### src/rtl/mat_ops_engine.sv
// mat_ops_engine: streams packed signed lanes from SRAM A/B, computes add/mul/MAC
// with saturation and optional ReLU, and writes the result words to SRAM C.
module mat_ops_engine #(
    parameter int DATA_LEN     = 8,
    parameter int N            = 4,
    parameter int ADDRESS_SIZE = 8,
    parameter int ACC_LEN      = 24
) (
    input  logic                       i_clk,
    input  logic                       i_rstn,
    input  logic                       i_start,
    input  logic [1:0]                 i_mode,
    input  logic                       i_relu,
    input  logic [ADDRESS_SIZE-1:0]    i_len,
    input  logic [ADDRESS_SIZE-1:0]    i_base_A,
    input  logic [ADDRESS_SIZE-1:0]    i_base_B,
    input  logic [ADDRESS_SIZE-1:0]    i_base_C,
    input  logic [DATA_LEN*N-1:0]      i_read_data_A,
    input  logic [DATA_LEN*N-1:0]      i_read_data_B,
    input  logic [DATA_LEN*N-1:0]      i_read_data_C,
    output logic [ADDRESS_SIZE-1:0]    o_address_A,
    output logic [ADDRESS_SIZE-1:0]    o_address_B,
    output logic [ADDRESS_SIZE-1:0]    o_address_C,
    output logic                       o_wr_en_A,
    output logic                       o_wr_en_B,
    output logic                       o_wr_en_C,
    output logic [DATA_LEN*N-1:0]      o_write_data_A,
    output logic [DATA_LEN*N-1:0]      o_write_data_B,
    output logic [DATA_LEN*N-1:0]      o_write_data_C,
    output logic [2:0]                 o_state,
    output logic                       o_busy,
    output logic                       o_done,
    output logic                       o_error
);
    localparam int WW = DATA_LEN * N;
    localparam int W  = ACC_LEN + 2;
    localparam logic signed [W-1:0] LMAX = W'((2 ** (DATA_LEN - 1)) - 1);
    localparam logic signed [W-1:0] LMIN = ~LMAX;
    localparam logic signed [W-1:0] AMAX = W'((2 ** (ACC_LEN - 1)) - 1);
    localparam logic signed [W-1:0] AMIN = ~AMAX;

    typedef enum logic [2:0] {
        IDLE    = 3'd0,
        READ    = 3'd1,
        WAIT    = 3'd2,
        COMPUTE = 3'd3,
        WRITE   = 3'd4,
        DONE    = 3'd5
    } state_t;

    state_t                    state_q, state_d;
    logic [1:0]                mode_q, mode_d;
    logic                      relu_q, relu_d;
    logic [ADDRESS_SIZE-1:0]   len_q, len_d, idx_q, idx_d;
    logic [ADDRESS_SIZE-1:0]   base_a_q, base_a_d, base_b_q, base_b_d, base_c_q, base_c_d;
    logic signed [ACC_LEN-1:0] acc_q, acc_d, acc_sat;
    logic [WW-1:0]             wdata_q, wdata_d, ew, mac_word;
    logic signed [W-1:0]       dot, acc_sum;
    logic                      last;
    logic                      unused_c;

    function automatic logic [DATA_LEN-1:0] clamp(input logic signed [W-1:0] v, input logic relu);
        logic [DATA_LEN-1:0] s;
        s = (v > LMAX) ? LMAX[DATA_LEN-1:0] : (v < LMIN) ? LMIN[DATA_LEN-1:0] : v[DATA_LEN-1:0];
        return (relu && s[DATA_LEN-1]) ? '0 : s;
    endfunction

    // Lanes are widened to the accumulator width so every sum/product is exact before saturation
    always_comb begin : lanes
        logic signed [W-1:0] a, b;
        a   = '0;
        b   = '0;
        ew  = '0;
        dot = '0;
        for (int k = 0; k < N; k++) begin
            a = W'($signed(i_read_data_A[k*DATA_LEN +: DATA_LEN]));
            b = W'($signed(i_read_data_B[k*DATA_LEN +: DATA_LEN]));
            ew[k*DATA_LEN +: DATA_LEN] = clamp((mode_q == 2'd1) ? a * b : a + b, relu_q);
            dot = dot + a * b;
        end
        acc_sum  = W'(acc_q) + dot;
        acc_sat  = (acc_sum > AMAX) ? AMAX[ACC_LEN-1:0] :
                   (acc_sum < AMIN) ? AMIN[ACC_LEN-1:0] : acc_sum[ACC_LEN-1:0];
        mac_word = WW'(clamp(W'(acc_sat), relu_q));
    end

    assign last = !((idx_q + ADDRESS_SIZE'(1)) < len_q);

    always_comb begin
        state_d  = state_q;
        mode_d   = mode_q;
        relu_d   = relu_q;
        len_d    = len_q;
        base_a_d = base_a_q;
        base_b_d = base_b_q;
        base_c_d = base_c_q;
        idx_d    = idx_q;
        acc_d    = acc_q;
        wdata_d  = wdata_q;
        case (state_q)
            IDLE: if (i_start) begin
                mode_d   = i_mode;
                relu_d   = i_relu;
                len_d    = i_len;
                base_a_d = i_base_A;
                base_b_d = i_base_B;
                base_c_d = i_base_C;
                idx_d    = '0;
                if (i_mode == 2'd3 || i_len == '0) state_d = DONE;
                else begin
                    state_d = READ;
                    acc_d   = '0;
                end
            end
            READ: state_d = WAIT;
            WAIT: state_d = COMPUTE;
            COMPUTE: if (mode_q == 2'd2) begin
                acc_d   = acc_sat;
                wdata_d = last ? mac_word : wdata_q;
                idx_d   = last ? idx_q : idx_q + ADDRESS_SIZE'(1);
                state_d = last ? WRITE : READ;
            end else begin
                wdata_d = ew;
                state_d = WRITE;
            end
            WRITE: if (mode_q != 2'd2 && !last) begin
                idx_d   = idx_q + ADDRESS_SIZE'(1);
                state_d = READ;
            end else state_d = DONE;
            DONE: state_d = IDLE;
            default: state_d = IDLE;
        endcase
    end

    always_ff @(posedge i_clk or negedge i_rstn) begin
        if (!i_rstn) begin
            state_q  <= IDLE;
            mode_q   <= '0;
            relu_q   <= 1'b0;
            len_q    <= '0;
            base_a_q <= '0;
            base_b_q <= '0;
            base_c_q <= '0;
            idx_q    <= '0;
            acc_q    <= '0;
            wdata_q  <= '0;
        end else begin
            state_q  <= state_d;
            mode_q   <= mode_d;
            relu_q   <= relu_d;
            len_q    <= len_d;
            base_a_q <= base_a_d;
            base_b_q <= base_b_d;
            base_c_q <= base_c_d;
            idx_q    <= idx_d;
            acc_q    <= acc_d;
            wdata_q  <= wdata_d;
        end
    end

    // MAC produces a single word, always at the C base address
    assign o_address_A    = base_a_q + idx_q;
    assign o_address_B    = base_b_q + idx_q;
    assign o_address_C    = (mode_q == 2'd2) ? base_c_q : base_c_q + idx_q;
    assign o_wr_en_A      = 1'b0;
    assign o_wr_en_B      = 1'b0;
    assign o_write_data_A = '0;
    assign o_write_data_B = '0;
    assign o_wr_en_C      = (state_q == WRITE);
    assign o_write_data_C = wdata_q;
    assign o_state        = state_q;
    assign o_busy         = (state_q != IDLE);
    assign o_done         = (state_q == DONE);
    assign o_error        = (state_q == DONE) && (mode_q == 2'd3);
    assign unused_c       = ^i_read_data_C;
endmodule

### config.mk
export PLATFORM = sky130hd
export DESIGN_NAME = mat_ops_engine
export DESIGN_NICKNAME = d
export VERILOG_FILES = /design/src/rtl/mat_ops_engine.sv
export SDC_FILE = /design/constraint.sdc
export NUM_CORES = 1
export LEC_CHECK = 0
export BUFFER_PORTS_ARGS = -buffer_cell sky130_fd_sc_hd__clkbuf_2
export CORE_MARGIN = 2
export CORE_UTILIZATION = 61
export CTS_BUF_LIST = sky130_fd_sc_hd__clkbuf_4 sky130_fd_sc_hd__clkbuf_8 sky130_fd_sc_hd__clkbuf_16
export DETAILED_ROUTE_END_ITERATION = 6
export GPL_TIMING_DRIVEN = 0
export HOLD_SLACK_MARGIN = 0.12
export PLACE_DENSITY = 0.91
export SYNTH_ARGS = -nofsm -noshare
export SYNTH_HDL_FRONTEND = slang
export SYNTH_SLANG_ARGS = --single-unit
### constraint.sdc
create_clock -name i_clk -period 5.9 [get_ports i_clk]
set_input_delay 0.295 -clock i_clk [delete_from_list [all_inputs] [get_ports i_clk]]
set_output_delay 0.295 -clock i_clk [all_outputs]
set_load 0.05 [all_outputs]
# After elaboration in Yosys (flattened, before gate mapping)

Cells that the tools add are included.

Flip-flop bits (word level): 102
Input port bits: 134
Output and inout port bits: 129
Word-level logic and storage cells: 111

Add/subtract/negate cells: 12
$mul: 4
Order comparisons: 13
Equal/unequal tests: 16
Mux-type cells: 39
Reductions and logical operators: 17

Operators with widths:

| cell                                                  | count |
|---|---|
| 2-to-1 mux 8 bit                                      | 20 |
| 2-to-1 mux 24 bit                                     | 5 |
| > comparator 26 x 8 -> 1 bit (second input constant)  | 4 |
| < comparator 26 x 8 -> 1 bit (second input constant)  | 4 |
| 2-to-1 mux 26 bit                                     | 4 |
| multiplier 8 x 8 -> 16 bit                            | 4 |
| 2-to-1 mux 32 bit                                     | 2 |
| one-hot mux 24 bit (2 select lines)                   | 1 |
| adder 8 x 8 -> 9 bit                                  | 4 |
| adder 24 x 19 -> 25 bit                               | 1 |
| > comparator 25 x 24 -> 1 bit (second input constant) | 1 |
| < comparator 25 x 24 -> 1 bit (second input constant) | 1 |
| adder 8 bit                                           | 3 |
| > comparator 24 x 8 -> 1 bit (second input constant)  | 1 |
| < comparator 24 x 8 -> 1 bit (second input constant)  | 1 |
| one-hot mux 8 bit (3 select lines)                    | 1 |
| adder 18 x 16 -> 19 bit                               | 1 |
| adder 17 x 16 -> 18 bit                               | 1 |
| adder 16 x 16 -> 17 bit                               | 1 |
| 2-to-1 mux 3 bit                                      | 5 |
| one-hot mux 3 bit (5 select lines)                    | 1 |
| != test 2 bit (second input constant)                 | 6 |
| adder 8 x 1 -> 8 bit (second input constant)          | 1 |
| logical NOT 8 bit                                     | 1 |
| other kinds (15)                                      | 27 |

# Logic depth before layout (Yosys ltp)

Word-level depth: 15
Depth in mapped cells: 36
Depth with buffers taken out: 34

# Worst setup path before layout

No wires, ideal clock.

Path type: input -> register
Start point: input i_read_data_A[15]
End point: register wdata_q[1] (netlist: o_write_data_C[1])
Library setup time: 124 ps
Arrival: 9130 ps
Path slack: -3354 ps
Stages on the path: 32
Path buffers: 2
Cell sequence: clkbuf_1 > and2_1 > inv_1 > fa_1 > inv_1 > fa_1 > inv_1 > fa_1 > fa_1 > inv_1 > ha_1 > and3_1 > a31oi_1 > a21oi_1 > xnor2_1 > fa_1 > inv_1 > fa_1 > inv_1 > fa_1 > inv_1 > ha_1 > clkbuf_1 > and3_1 > a221o_1 > or3_1 > a2111oi_0 > nand4_1 > nor4_2 > o31ai_2 > a211oi_1 > nor2_1

Longest elaborated chain between the ends: 15
Elaborated cells on any way between the ends: 17
Those cells by class: 4 x add/sub; 1 x mul; 4 x order compare; 7 x mux; 1 x reduce/logical

Ends and longest elaborated chain:

| element                        | line | source |
|---|---|---|
| from (decl)                    | 18   | `input logic [DATA_LEN*N-1:0] i_read_data_A,` |
| multiplier 8 x 8 -> 16 bit (*) | 79   | `dot = dot + a * b;` |
| adder 16 x 16 -> 17 bit (*)    | 79   |  |
| adder 17 x 16 -> 18 bit (*)    | 79   |  |
| adder 18 x 16 -> 19 bit (*)    | 79   |  |
| adder 24 x 19 -> 25 bit (*)    | 81   | `acc_sum = W'(acc_q) + dot;` |
| < comparator 25 x 24 -> 1 bit  | 83   | `(acc_sum < AMIN) ? AMIN[ACC_LEN-1:0] : acc_sum[ACC_LEN-1:0];` |
| 2-to-1 mux 24 bit              | 83   |  |
| 2-to-1 mux 24 bit (*)          | 82   | `acc_sat = (acc_sum > AMAX) ? AMAX[ACC_LEN-1:0] :` |
| < comparator 24 x 8 -> 1 bit   | 64   | `s = (v > LMAX) ? LMAX[DATA_LEN-1:0] : (v < LMIN) ? LMIN[DATA_LEN-1:0] : v[DATA_LEN-1:0];` |
| 2-to-1 mux 8 bit               | 64   |  |
| 2-to-1 mux 8 bit (*)           | 64   |  |
| logical AND 1 bit              | 65   | `return (relu && s[DATA_LEN-1]) ? '0 : s;` |
| 2-to-1 mux 8 bit (*)           | 65   |  |
| 2-to-1 mux 32 bit (*)          | 119  | `wdata_d = last ? mac_word : wdata_q;` |
| 2-to-1 mux 32 bit (*)          | 117  | `COMPUTE: if (mode_q == 2'd2) begin` |
| to (signal assigned)           | 157  | `wdata_q <= wdata_d;` |
| to (decl)                      | 57   | `logic [WW-1:0] wdata_q, wdata_d, ew, mac_word;` |

Every way passes the cells marked *; elsewhere a longest branch is shown, timed or not. The select of a mux whose other input is x is not followed.
A chain may end at the register's enable or synchronous reset.

# Worst setup path in the final report

Start point: input i_read_data_B[4]
End point: register acc_q[14]

Longest elaborated chain between the ends: 10
Elaborated cells on any way between the ends: 11
Those cells by class: 4 x add/sub; 1 x mul; 2 x order compare; 4 x mux

Ends and longest elaborated chain:

| element                                 | line | source |
|---|---|---|
| from (decl)                             | 19   | `input logic [DATA_LEN*N-1:0] i_read_data_B,` |
| multiplier 8 x 8 -> 16 bit (*)          | 79   |  |
| adder 16 x 16 -> 17 bit (*)             | 79   |  |
| adder 17 x 16 -> 18 bit (*)             | 79   |  |
| adder 18 x 16 -> 19 bit (*)             | 79   |  |
| adder 24 x 19 -> 25 bit (*)             | 81   |  |
| < comparator 25 x 24 -> 1 bit           | 83   |  |
| 2-to-1 mux 24 bit                       | 83   |  |
| 2-to-1 mux 24 bit (*)                   | 82   |  |
| 2-to-1 mux 24 bit (*)                   | 117  |  |
| one-hot mux 24 bit (2 select lines) (*) | 100  | `case (state_q)` |
| to (signal assigned)                    | 145  | `acc_q <= '0;` |
| to (signal assigned)                    | 156  | `acc_q <= acc_d;` |
| to (decl)                               | 56   | `logic signed [ACC_LEN-1:0] acc_q, acc_d, acc_sat;` |

Marked as above.

==> impl_metrics.env <==
export IMPL_cts_tree="built"
export IMPL_arrival_ns=8.93
export IMPL_cp_common_cell="fa_1"
export IMPL_fmax_mhz=116.0
export IMPL_cts_sinks=102
export IMPL_cp_slowest_cell="fa_1"
export IMPL_insertion_delay_ns=0.38
export IMPL_tightestPinTransition_ns=0.9481
export IMPL_rsz0062_at_grt="yes"
export IMPL_period_share=1.461
export IMPL_path_class="primary input to flop"
export IMPL_synth_simple_area_share=0.1383
export IMPL_fin_area_mm2=0.02493
export IMPL_async_reset_ff_frac=1.000
export IMPL_synth_compound_area_frac=0.1388
export IMPL_setup_slack_ns=-2.717
export IMPL_overflow=0
export IMPL_post_drt_wl_per_cell_um=21.68
export IMPL_slew_headroom=0.3612
export IMPL_grt_pass1_vias=19350
export IMPL_dp_final_hpwl_mm=45.52
export IMPL_synthCells=2341
export IMPL_synth_seq_cells=102
export IMPL_synth_top_family_by_area="adder cells"
export IMPL_skew_ns=0.02311
export IMPL_num_rows=67
export IMPL_ant_nets=0
export IMPL_yosys_most_used_dff="dfrtp_1"
export IMPL_grt_pass1_wl_mm=95.25
export IMPL_start_util=0.6209
export IMPL_core_mm2=0.03362
export IMPL_path_delay_family="adder cells"
export IMPL_numPortBuffers=164
export IMPL_gp_congestion=0.9504
export IMPL_crit_fanout=8
export IMPL_status="finished with violations"
export IMPL_fillerInstances=2041
export IMPL_area_growth_pct=19.45
export IMPL_drc=1
export IMPL_routed_wl_mm=67.03
export IMPL_fin_util=0.7417
export IMPL_hold_path_class="primary input to flop"
export IMPL_synthMuxAreaShare=0.01750
export IMPL_drt_first_pass_iters=7
export IMPL_maxCapViolations=0
export IMPL_die_w_um=189.0
export IMPL_start_kind="primary input"
export IMPL_cp_num_buf_inv=11
export IMPL_die_h_um=189.0
export IMPL_clk_pin_slew_worst_paths_ns=0.09
export IMPL_syn_area_mm2=0.02087
export IMPL_synth_top_area_share=0.2858
export IMPL_violations="DRC, setup timing"
export IMPL_synth_area_leader_cell="fa_1"
export IMPL_synth_edff_count=0
export IMPL_viasPerCell=6.281
export IMPL_diodes=0
export IMPL_syn_avg_cell_area_um2=8.917
export IMPL_ctsRootBufferMaster="clkbuf_16"
export IMPL_tns_ns=-82.92
export IMPL_hold_slack_ns=0.1251
export IMPL_antenna_found_initial=1
export IMPL_die_area_mm2=0.03572
export IMPL_synthXorXnorAreaFrac=0.05503
export IMPL_synthTopCellsByArea="fa_1 29%, ha_1 12%, dfrtp_1 12%"
export IMPL_ys_warn_count=0
export IMPL_clock_path_buffers=2
export IMPL_slowest_delay_ns=0.55
export IMPL_ctsHtreeMaxLevel=3
export IMPL_min_period_ns=8.617
export IMPL_yosysSeqAreaShare=0.1223
export IMPL_synth_cell_type_count=79
export IMPL_nets=3277
export IMPL_endpoint_kind="flop"
export IMPL_cts_buffers_inserted=9
export IMPL_finalSetupViolCount=32
export IMPL_synthAdderAreaFrac=0.4093
export IMPL_slew_violations=0
export IMPL_track_usage=0.3319
export IMPL_crit_required_ns=6.22
export IMPL_drive_above_1_share=0.2141
export IMPL_drt_iter0_markers=2202
export IMPL_hold_viol=0
export IMPL_placed_cell_area_mm2=0.02281
export IMPL_dr_total_vias=19420
export IMPL_pin_count=263
export IMPL_grt_start_max_net_pins=103
synth_stat cells (8+ instances only):
cell and instances:
a21boi_0 8, nand3_1 29, clkbuf_1 41, o21ai_0 75, dfrtp_1 102, or3_1 10
nor3_1 38, xnor2_1 92, a22o_1 28, nand2_1 159, a21oi_1 92, o22ai_1 10
ha_1 206, nor4_1 13, o21a_1 16, a21o_1 31, buf_4 66, xor2_1 34
nand2b_1 35, and2_1 145, o21bai_1 24, inv_1 475, mux2_2 28, nor2_1 75
a31oi_1 9, o211ai_1 32, and3_1 9, fa_1 298, nor2b_1 8, a211oi_1 17
o21ai_1 8
stage by stage:
step	cells	setup WS, ns
finish	3092	-2.717
detailed placement	3019	-4.018
global route	3092	-2.955
floorplan	2406	-2.257
CTS	3074	-2.481
global placement	3018	-3.774
repair_timing:
item	CTS	global route
gates resized for setup	147	180
cloned	1	2
hold buffers	1	0
buffers inserted	42	21
endpoints found under the hold margin	102	0
endpoints found under the setup margin	39	39
pin swaps	69	90
cells in the final DEF, fill, tap and decap left out, drive strengths merged, types with 14 or more instances in the layout:
cell	netlist	routed
inv	476	477
fa	298	298
ha	206	206
clkbuf	41	198
nand2	159	159
buf	73	147
and2	145	145
dfrtp	102	102
a21oi	92	92
xnor2	92	92
o21ai	83	83
nor2	76	76
conb	1	66
nor3	38	38
nand2b	35	35
xor2	34	34
o211ai	32	32
a21o	31	31
nand3	29	29
mux2	28	28
a22o	28	28
o21bai	24	24
a211oi	18	18
o21a	16	16
nor4	14	14
path summary, 6_finish.rpt:
check	start	end	slack [ns]	cells past startpoint
min in group asynchronous	i_rstn	base_c_q[7]	0.59	2
worst min-delay path	i_base_A[1]	base_a_q[1]	0.13	3
worst max-delay path	i_read_data_B[4]	acc_q[14]	-2.72	35
worst max register to register	acc_q[1]	o_write_data_C[3]	-0.19	20
max in group asynchronous	i_rstn	o_write_data_C[21]	4.67	2
worst min register to register	base_a_q[6]	base_a_q[6]	0.52	1
worst reg2reg max path, cell delays in order (launching register included):
cell,delay (ns)
dfrtp_1,0.38
inv_1,0.08
fa_1,0.56
inv_1,0.06
fa_1,0.53
inv_1,0.06
fa_1,0.55
inv_1,0.06
ha_1,0.24
fa_1,0.43
a211oi_1,0.55
o21ai_1,0.37
a31o_2,0.35
a21oi_1,0.22
xor2_2,0.43
nand4_1,0.25
nor4_4,0.26
buf_4,0.20
buf_6,0.12
o21a_1,0.15
o22ai_1,0.10
cell families (layout without fill, tap and decap cells):
group,after synthesis,after routing
buffers and inverters,590,828
and+or+nand+nor,560,560
adders and majority gates,504,504
AOI/OAI and AO/OA,423,423
xor gates and xnor gates,128,128
DFF,102,102
muxes,33,33
other,1,66
final cells by class:
type	instances	area (µm²)	area share
clock inverter	6	61.31	0.002459
clock buffer	10	239.0	0.009585
multi-input combinational	1714	17380	0.6969
timing repair buffer	230	1629	0.06534
tap	448	560.5	0.02248
buffer	106	703.2	0.02820
inverter	476	1813	0.07271
sequential	102	2552	0.1024
routing by layer:
layer	part of all wire	track usage
met2	0.46	0.5587
met3	0.11	0.05765
met5	0	0
met1	0.33	0.4010
met4	0.089	0.1953
flip-flops by register name, summed over array words and instances (netlist names):
register,cells
acc_q,24
base_a_q,8
base_b_q,8
base_c_q,8
idx_q,8
len_q,8
mode_q,2
o_state,3
o_write_data_C,32
relu_q,1
Power is not shown: default switching activity piles up to over one toggle a cycle in this logic, so the estimate is an artifact.
